<file path="config.mk">
export PLATFORM = sky130hd
export DESIGN_NAME = matrix_keypad_scanner
export DESIGN_NICKNAME = d
export VERILOG_FILES = /design/src/rtl/matrix_keypad_scanner.sv
export SDC_FILE = /design/constraint.sdc
export NUM_CORES = 1
export LEC_CHECK = 0
export BUFFER_PORTS_ARGS = -buffer_cell sky130_fd_sc_hd__buf_2
export CORE_MARGIN = 1.5
export CORE_UTILIZATION = 47
export CTS_CLUSTER_SIZE = 30
export DETAILED_ROUTE_END_ITERATION = 8
export MAX_ROUTING_LAYER = met4
export PLACE_DENSITY = 0.67
export SLEW_MARGIN = 20
export SYNTH_ARGS = -nofsm -noshare
export SYNTH_HDL_FRONTEND = slang
export SYNTH_SLANG_ARGS = --single-unit
</file>
<file path="constraint.sdc">
create_clock -name clk -period 5.16 [get_ports clk]
set_clock_uncertainty 0.2 [all_clocks]
set_input_delay 0.774 -clock clk [delete_from_list [all_inputs] [get_ports clk]]
set_output_delay 0.774 -clock clk [all_outputs]
set_load 0.005 [all_outputs]
</file>
<file path="src/rtl/matrix_keypad_scanner.sv">
// rtl/matrix_keypad_scanner.sv - ROWS x COLS keypad scanner: column drive, debounce, ghost rejection, event register
// Define KEYPAD_AUTOREPEAT_EN to build press auto-repeat while a key is held.
module matrix_keypad_scanner #(
    parameter int ROWS        = 4,
    parameter int COLS        = 4,
    parameter int SCAN_DIV    = 1000,
    parameter int DEBOUNCE    = 4,
    parameter int REPEAT_DLY  = 500,
    parameter int REPEAT_RATE = 100,
    localparam int CW         = $clog2(ROWS * COLS)
) (
    input  logic            clk,
    input  logic            rst,
    input  logic            en,
    input  logic [ROWS-1:0] row,
    output logic [COLS-1:0] col,
    output logic [CW-1:0]   key_code,
    output logic            key_press,
    output logic            key_valid,
    input  logic            key_ready,
    output logic            overflow
);
    localparam int DW  = $clog2(SCAN_DIV);
    localparam int RW  = $clog2(ROWS);
    localparam int CLW = $clog2(COLS);
`ifdef KEYPAD_AUTOREPEAT_EN
    localparam int DBW = $clog2(DEBOUNCE + 1);
    localparam int HW  = $clog2(((REPEAT_DLY > REPEAT_RATE) ? REPEAT_DLY : REPEAT_RATE) + 1);
`else
    // Repeat timing is meaningless without auto-repeat; referenced here only so it is not dangling.
    localparam int DBW = $clog2(DEBOUNCE + 1) + 0 * (REPEAT_DLY + REPEAT_RATE);
`endif

    typedef enum logic [1:0] {ST_IDLE, ST_SCAN, ST_DEBOUNCE, ST_HELD} state_t;

    state_t          state, state_n;
    logic [ROWS-1:0] row_s1, row_s2;
    logic [DW-1:0]   dwell;
    logic [CLW-1:0]  c, c_n;
    logic [RW-1:0]   r, r_n, samp_idx;
    logic [ROWS-1:0] pat, pat_n;
    logic [DBW-1:0]  cnt, cnt_n, cnt_inc;
    logic            tick, samp_one, emit, emit_press;
    logic [CW-1:0]   ev_code;
`ifdef KEYPAD_AUTOREPEAT_EN
    logic [HW-1:0]   hold, hold_n, hold_inc;
    logic            rpt, rpt_n;

    assign hold_inc = hold + 1'b1;
`endif

    assign tick     = (dwell == DW'(SCAN_DIV - 1));
    assign samp_one = (row_s2 != '0) && ((row_s2 & (row_s2 - 1'b1)) == '0);
    assign cnt_inc  = cnt + 1'b1;
    assign ev_code  = CW'(r) * CW'(COLS) + CW'(c);
    assign col      = (!en || state == ST_IDLE) ? '1 : (COLS'(1) << c);

    always_comb begin
        samp_idx = '0;
        for (int i = 0; i < ROWS; i++)
            if (row_s2[i]) samp_idx = RW'(i);
    end

    always_comb begin
        state_n    = state;
        c_n        = c;
        r_n        = r;
        pat_n      = pat;
        cnt_n      = cnt;
        emit       = 1'b0;
        emit_press = 1'b0;
`ifdef KEYPAD_AUTOREPEAT_EN
        hold_n     = hold;
        rpt_n      = rpt;
`endif
        if (!en) begin
            state_n = ST_IDLE;
        end else if (tick) begin
            case (state)
                ST_IDLE: if (row_s2 != '0) begin
                    state_n = ST_SCAN;
                    c_n     = '0;
                end
                ST_SCAN: if (samp_one) begin
                    state_n = ST_DEBOUNCE;
                    r_n     = samp_idx;
                    pat_n   = row_s2;
                    cnt_n   = '0;
                end else if (c == CLW'(COLS - 1)) begin
                    state_n = ST_IDLE;
                end else begin
                    c_n = c + 1'b1;
                end
                ST_DEBOUNCE: if (row_s2 != pat) begin
                    state_n = ST_IDLE;
                end else if (cnt_inc == DBW'(DEBOUNCE)) begin
                    emit       = 1'b1;
                    emit_press = 1'b1;
                    state_n    = ST_HELD;
                    cnt_n      = '0;
`ifdef KEYPAD_AUTOREPEAT_EN
                    hold_n     = '0;
                    rpt_n      = 1'b0;
`endif
                end else begin
                    cnt_n = cnt_inc;
                end
                ST_HELD: if (!row_s2[r]) begin
                    if (cnt_inc == DBW'(DEBOUNCE)) begin
                        emit    = 1'b1;
                        state_n = ST_IDLE;
                    end else begin
                        cnt_n = cnt_inc;
                    end
                end else begin
                    cnt_n = '0;
`ifdef KEYPAD_AUTOREPEAT_EN
                    // First repeat after REPEAT_DLY held samples, then every REPEAT_RATE.
                    if (hold_inc == (rpt ? HW'(REPEAT_RATE) : HW'(REPEAT_DLY))) begin
                        emit       = 1'b1;
                        emit_press = 1'b1;
                        hold_n     = '0;
                        rpt_n      = 1'b1;
                    end else begin
                        hold_n = hold_inc;
                    end
`endif
                end
                default: state_n = ST_IDLE;
            endcase
        end
    end

    always_ff @(posedge clk or posedge rst) begin
        if (rst) begin
            state     <= ST_IDLE;
            row_s1    <= '0;
            row_s2    <= '0;
            dwell     <= '0;
            c         <= '0;
            r         <= '0;
            pat       <= '0;
            cnt       <= '0;
            key_code  <= '0;
            key_press <= 1'b0;
            key_valid <= 1'b0;
            overflow  <= 1'b0;
`ifdef KEYPAD_AUTOREPEAT_EN
            hold      <= '0;
            rpt       <= 1'b0;
`endif
        end else begin
            row_s1 <= row;
            row_s2 <= row_s1;
            state  <= state_n;
            c      <= c_n;
            r      <= r_n;
            pat    <= pat_n;
            cnt    <= cnt_n;
`ifdef KEYPAD_AUTOREPEAT_EN
            hold   <= hold_n;
            rpt    <= rpt_n;
`endif
            dwell  <= (state_n != state || tick) ? '0 : dwell + 1'b1;
            if (emit && (!key_valid || key_ready)) begin
                key_valid <= 1'b1;
                key_code  <= ev_code;
                key_press <= emit_press;
            end else begin
                if (emit) overflow <= 1'b1;
                if (key_ready) key_valid <= 1'b0;
            end
        end
    end
endmodule

</file>
* Word-level counts from Yosys, hierarchy flattened
Cells that the tools add are included.
** Word-level totals
- Bits in writable memories :: 0
- ROM bits :: 0
- Logic and storage cells :: 90
- Bits in latches :: 0
- Register bits :: 38
- Memories :: 0
** Cells by class
- Equality and inequality tests :: 14
- Shifts and indexed selects :: 1
- Multipliers :: 0
- Muxes and demuxes :: 38
- Div/mod/pow operators :: 0
- Magnitude comparators :: 1
- Bitwise operators :: 2
- Reduce and logical (&&, ||, !) cells :: 17
- $add $sub $neg :: 5
** Operator list (number)
- $mux W2 :: 14
- $mux W3 :: 5
- $mux W1 :: 12
- $reduce_and A6 Y1 :: 2
- $add A10 B1 Y10 const B :: 1
- $eq A10 B10 Y1 const B :: 1
- $mux W10 :: 1
- $ne A2 B2 Y1 const B :: 5
- $pmux W3 S3 :: 1
- $pmux W2 S4 :: 1
- $eq A2 B2 Y1 const B :: 3
- $add A4 B2 Y4 :: 1
- $and A4 B4 Y4 :: 1
- $logic_not A4 Y1 :: 1
- $mux W4 :: 1
- $ne A4 B4 Y1 :: 1
- $pmux W2 S2 :: 1
- $reduce_and A4 Y1 :: 1
- $reduce_bool A2 Y1 :: 2
- $reduce_bool A4 Y1 :: 1
- $shl A1 B2 Y4 const A :: 1
- $sub A4 B1 Y4 const B :: 1
- $add A3 B1 Y3 const B :: 1
- $eq A3 B3 Y1 const B :: 1
- other kinds (14) :: 18

* Longest topological paths before layout
- Depth in word-level cells :: 11
- Mapped depth :: 8
- Gate-level depth less buffers :: 6

* Least setup slack after synthesis
Ideal clock, no wire load.
- Path type :: input-to-output
- Start :: input port en
- End :: output port col[0]
- Data required time :: 4.186 ns
- Stages :: 3
- Arrival :: 1.412 ns
- Setup slack :: 2.774 ns
- Buffers on the path :: 1
- Cell sequence :: clkbuf_1 -> o21ai_0 -> or2_2
** Between the ends
- Cells in the longest elaborated chain, start to end :: 3
** Ends and longest elaborated chain
- start, declared :: RTL line 14 : input logic en,
- $logic_not A1 Y1
- $logic_or A1 B1 Y1 :: RTL line 56 : assign col = (!en || state == ST_IDLE) ? '1 : (COLS'(1) << c);
- $mux W4 :: RTL line 56
- end, declared :: RTL line 16 : output logic [COLS-1:0] col,
No other way between the ends.

* Final worst setup path
- Start :: register dwell[0]
- End :: register cnt[1]
** Between the ends
- Cells in the longest elaborated chain, start to end :: 2
** Ends and longest elaborated chain
- start, declared :: RTL line 38 : logic [DW-1:0] dwell;
- start signal, assigned :: RTL line 164 : dwell <= (state_n != state || tick) ? '0 : dwell + 1'b1;
- $eq A10 B10 Y1 :: RTL line 52 : assign tick = (dwell == DW'(SCAN_DIV - 1));
- $reduce_and A6 Y1 (no line)
- end signal, assigned :: RTL line 159 : cnt <= cnt_n;
- end, declared :: RTL line 42 : logic [DBW-1:0] cnt, cnt_n, cnt_inc;
No other way between the ends.
A chain may end at the register's enable or synchronous reset.

==> flow_metrics.py <==
metrics = {
    "outcome": {
        "status": "finished, final reports clean",
    },
    "cts": {
        "root_buffer": "clkbuf_8",
        "htree_levels": 2,
        "cts_tree": "yes",
        "clock_latency_ps": 290,
        "cts_buffer_depth": 2,
        "ctsHoldBuffers": 0,
        "cts_setup_buffers": 0,
        "numCtsBuffers": 5,
        "cts.repair.resized": 0,
        "clkTransAtPathRegs_ps": 80,
        "clock_sinks": 38,
    },
    "routing": {
        "avgRoutedWirePerCell_um": 12.7,
        "vias": 1342,
        "avgViaCountPerCell": 5.46,
        "ant_nets": 0,
        "firstDrtPassIters": 4,
        "routed_wl_um": 3130,
        "drt_iter0_markers": 51,
        "drcViolationCount": 0,
    },
    "synthesis": {
        "syn_avg_cell_area_um2": 10.7,
        "synth_edf_count": 0,
        "yosysTopAreaCell": "dfrtp_1",
        "synthesis.nets": 193,
        "synth_area_um2": 1910,
        "ys_warn_count": 0,
        "synth_top_area_share_pct": 49.8,
        "async_flop_share_pct": 100,
        "synth_top_family_by_area": "simple AND/OR/NAND/NOR gates",
        "ys_seq_elements": 38,
        "yosys.area_share.xor_xnor_pct": 5.50,
        "synth_cell_type_count": 44,
        "synthSimpleGateAreaFrac_pct": 19.1,
        "synth_most_common_cell": "dfrtp_1",
        "synth_area_leaders": "dfrtp_1, mux2_2, xor2_1",
        "yosysSeqAreaShare_pct": 49.8,
        "ys_top_cells_by_count": "dfrtp_1, nor2_1, mux2_2, xor2_1, inv_1",
        "synthFlopType": "dfrtp_1",
        "synth_mux_area_share_pct": 8.72,
        "synthAdderAreaFrac_pct": 4.59,
        "synth-compound-area-share_pct": 9.04,
        "syn_inst": 178,
    },
    "worst_setup_path": {
        "crit_type": "reg2reg",
        "worst_path_largest_cell_delay_ps": 560,
        "crit_path_start": "dwell[0]$_DFF_PP0_",
        "end_kind": "flop",
        "critPathRequiredTime_ps": 5140,
        "r2r_cells": 6,
        "r2r_slack_ps": 2620,
        "cp.arrival_ps": 2520,
        "path_max_fanout": 6,
        "r2r_start": "dwell[0]$_DFF_PP0_",
        "start_kind": "flop",
        "critPathSlowestCell": "or4_1",
        "path_cells": "ha_1 -> nand2_1 -> or4_1 -> or2_2 -> a21oi_2 -> mux2_2",
    },
    "pwr": {
        "peakVddDrop_uv": 181,
        "clockPowerShare_pct": 47.7,
        "internal_power_uw": 502,
        "seqPwrFrac_pct": 49.3,
        "power_uw": 623,
        "p_comb_share_pct": 3.0,
        "power.switching_uw": 120,
        "power.leakage_nw": 1.04,
        "swShare_pct": 19.3,
        "p_per_area_nw_per_um2": 286,
    },
    "sta": {
        "hold_violations": 0,
        "period_share_pct": 49.2,
        "max_freq_ghz": 0.394,
        "setup_viol": 0,
        "fin_crit_ps": 2540,
        "rsz0062_at_grt": "no",
        "maxSlewViolCount": 0,
        "maxSlewHeadroom_pct": 48.2,
        "setup_tns_ps": 0,
        "tightest_slew_ps": 772,
    },
    "global_route": {
        "grtUsageMet3_pct": 4.56,
        "antenna_found_initial": 0,
        "grt-busiest-layer": "met2",
        "grt_first_pass_wirelength_um": 5730,
        "grt_max_degree": 39,
        "grt_pass1_vias": 1328,
        "grt_usage_pct": 17.7,
        "use_met1_pct": 22.1,
        "grt-ovfl-total": 0,
        "met2_usage_pct": 27.8,
    },
    "worst_hold_path": {
        "min_path_type": "reg2reg",
        "worstHoldStart": "row_s1[3]$_DFF_PP0_",
        "whs_path_depth": 0,
    },
    "job": {
        "drv_cap": 0,
    },
    "floorplan": {
        "die_w_um": 66.7,
        "ios": 19,
        "die_h_um": 66.7,
        "start_util_pct": 50.6,
        "rows": 22,
        "die_area_um2": 4450,
        "core-area_um2": 3770,
    },
    "final_layout": {
        "drive_gt1_share_pct": 24.7,
        "regArea_um2": 951,
        "nets": 212,
        "syn_to_final_growth_pct": 14.0,
        "antenna_cells": 0,
        "multi_input_area_um2": 897,
        "fill_cells": 317,
    },
    "placed_design": {
        "place.detailed.hpwl_um": 2310,
        "io_buffers": 18,
        "gp_congestion": 0.877,
    },
}
## cell usage in the layout (no fill, tap or decap), drive strengths merged, types with 2 or more instances in the layout
| master | Yosys | layout |
|---|---|---|
| and3 | 2 | 2 |
| nor4b | 3 | 3 |
| nand3 | 6 | 6 |
| o21ai | 8 | 8 |
| nor4 | 4 | 4 |
| or4 | 2 | 2 |
| or3 | 3 | 3 |
| buf | 2 | 19 |
| clkbuf | 5 | 5 |
| nand2 | 7 | 7 |
| bufinv | 0 | 2 |
| dfrtp | 38 | 38 |
| mux2i | 2 | 2 |
| a21oi | 5 | 5 |
| mux2 | 11 | 11 |
| nor3 | 2 | 2 |
| o211ai | 2 | 2 |
| or2 | 6 | 6 |
| xor2 | 11 | 11 |
| inv | 9 | 9 |
| ha | 7 | 7 |
| a211oi | 2 | 2 |
| nor2 | 21 | 21 |
| nand2b | 3 | 3 |
## per-layer routing
layer / wire [um] / up-vias
li1: - / 654
met1: 1400 / 650
met2: 1550 / 29
met3: 119 / 9
met4: 65 / 0
met5: 0 / -
## area by class of cell
class                      count  share of cell area [%]
sequential                    38                    43.7
multi-input combinational    124                    41.2
timing repair buffer          19                    4.48
clock buffer                   5                    3.16
clock inverter                 3                    3.16
tap                           48                    2.76
inverter                       9                    1.55
## cells by family (layout without fill, tap and decap cells)
kind of cell	after synthesis	after routing
flip-flops	38	38
buffers and inverters	16	36
XOR/XNOR	12	12
multiplexers	14	14
adder cells (fa/ha/maj)	7	7
AND/OR/NAND/NOR	65	65
AO/OA/AOI/OAI	26	26
## power by group through the flow
stage               sequential, mW  clock (mW)  combinational [mW]
floorplan                    0.309           0              0.0157
global placement             0.312           0              0.0185
detailed placement           0.313           0              0.0192
CTS                          0.307       0.308              0.0193
global route                 0.308       0.322              0.0214
finish                       0.307       0.297              0.0186
## stage by stage
step	utilization (%)	hold WS [ps]	setup slack [ps]	cells	instance area, um^2
after detailed placement	54.1	139	2620	238	2040
after floorplan	-	131	2770	178	1910
final	57.7	156	2620	246	2180
after global routing	57.7	169	2460	246	2180
after CTS	57.7	158	2610	246	2180
after global placement	54.1	131	2650	238	2040
## state kept, by name, summed over array words and instances, names as in the netlist
| register | cells |
|---|---|
| dwell | 10 |
| key_code | 4 |
| pat | 4 |
| row_s1 | 4 |
| row_s2 | 4 |
| cnt | 3 |
| c | 2 |
| r | 2 |
| state | 2 |
| key_press | 1 |
| key_valid | 1 |
| overflow | 1 |
## worst max-delay path: cells and delay by family, from the launching register on
| kind | cells | cell delay (ps) |
|---|---|---|
| AOI/OAI and AO/OA | 1 | 200 |
| and+or+nand+nor | 3 | 1030 |
| DFF | 1 | 390 |
| adders and majority gates | 1 | 260 |
| muxes | 1 | 360 |
## final timing paths
kind	endpoint
max	cnt[1]$_DFFE_PP0P_
min	row_s2[3]$_DFF_PP0_
max reg2reg	cnt[1]$_DFFE_PP0P_
min reg2reg	row_s2[3]$_DFF_PP0_
max in group asynchronous	key_code[0]$_DFFE_PP0P_
min in group asynchronous	row_s1[1]$_DFF_PP0_
(Power assumes the default switching activity.)
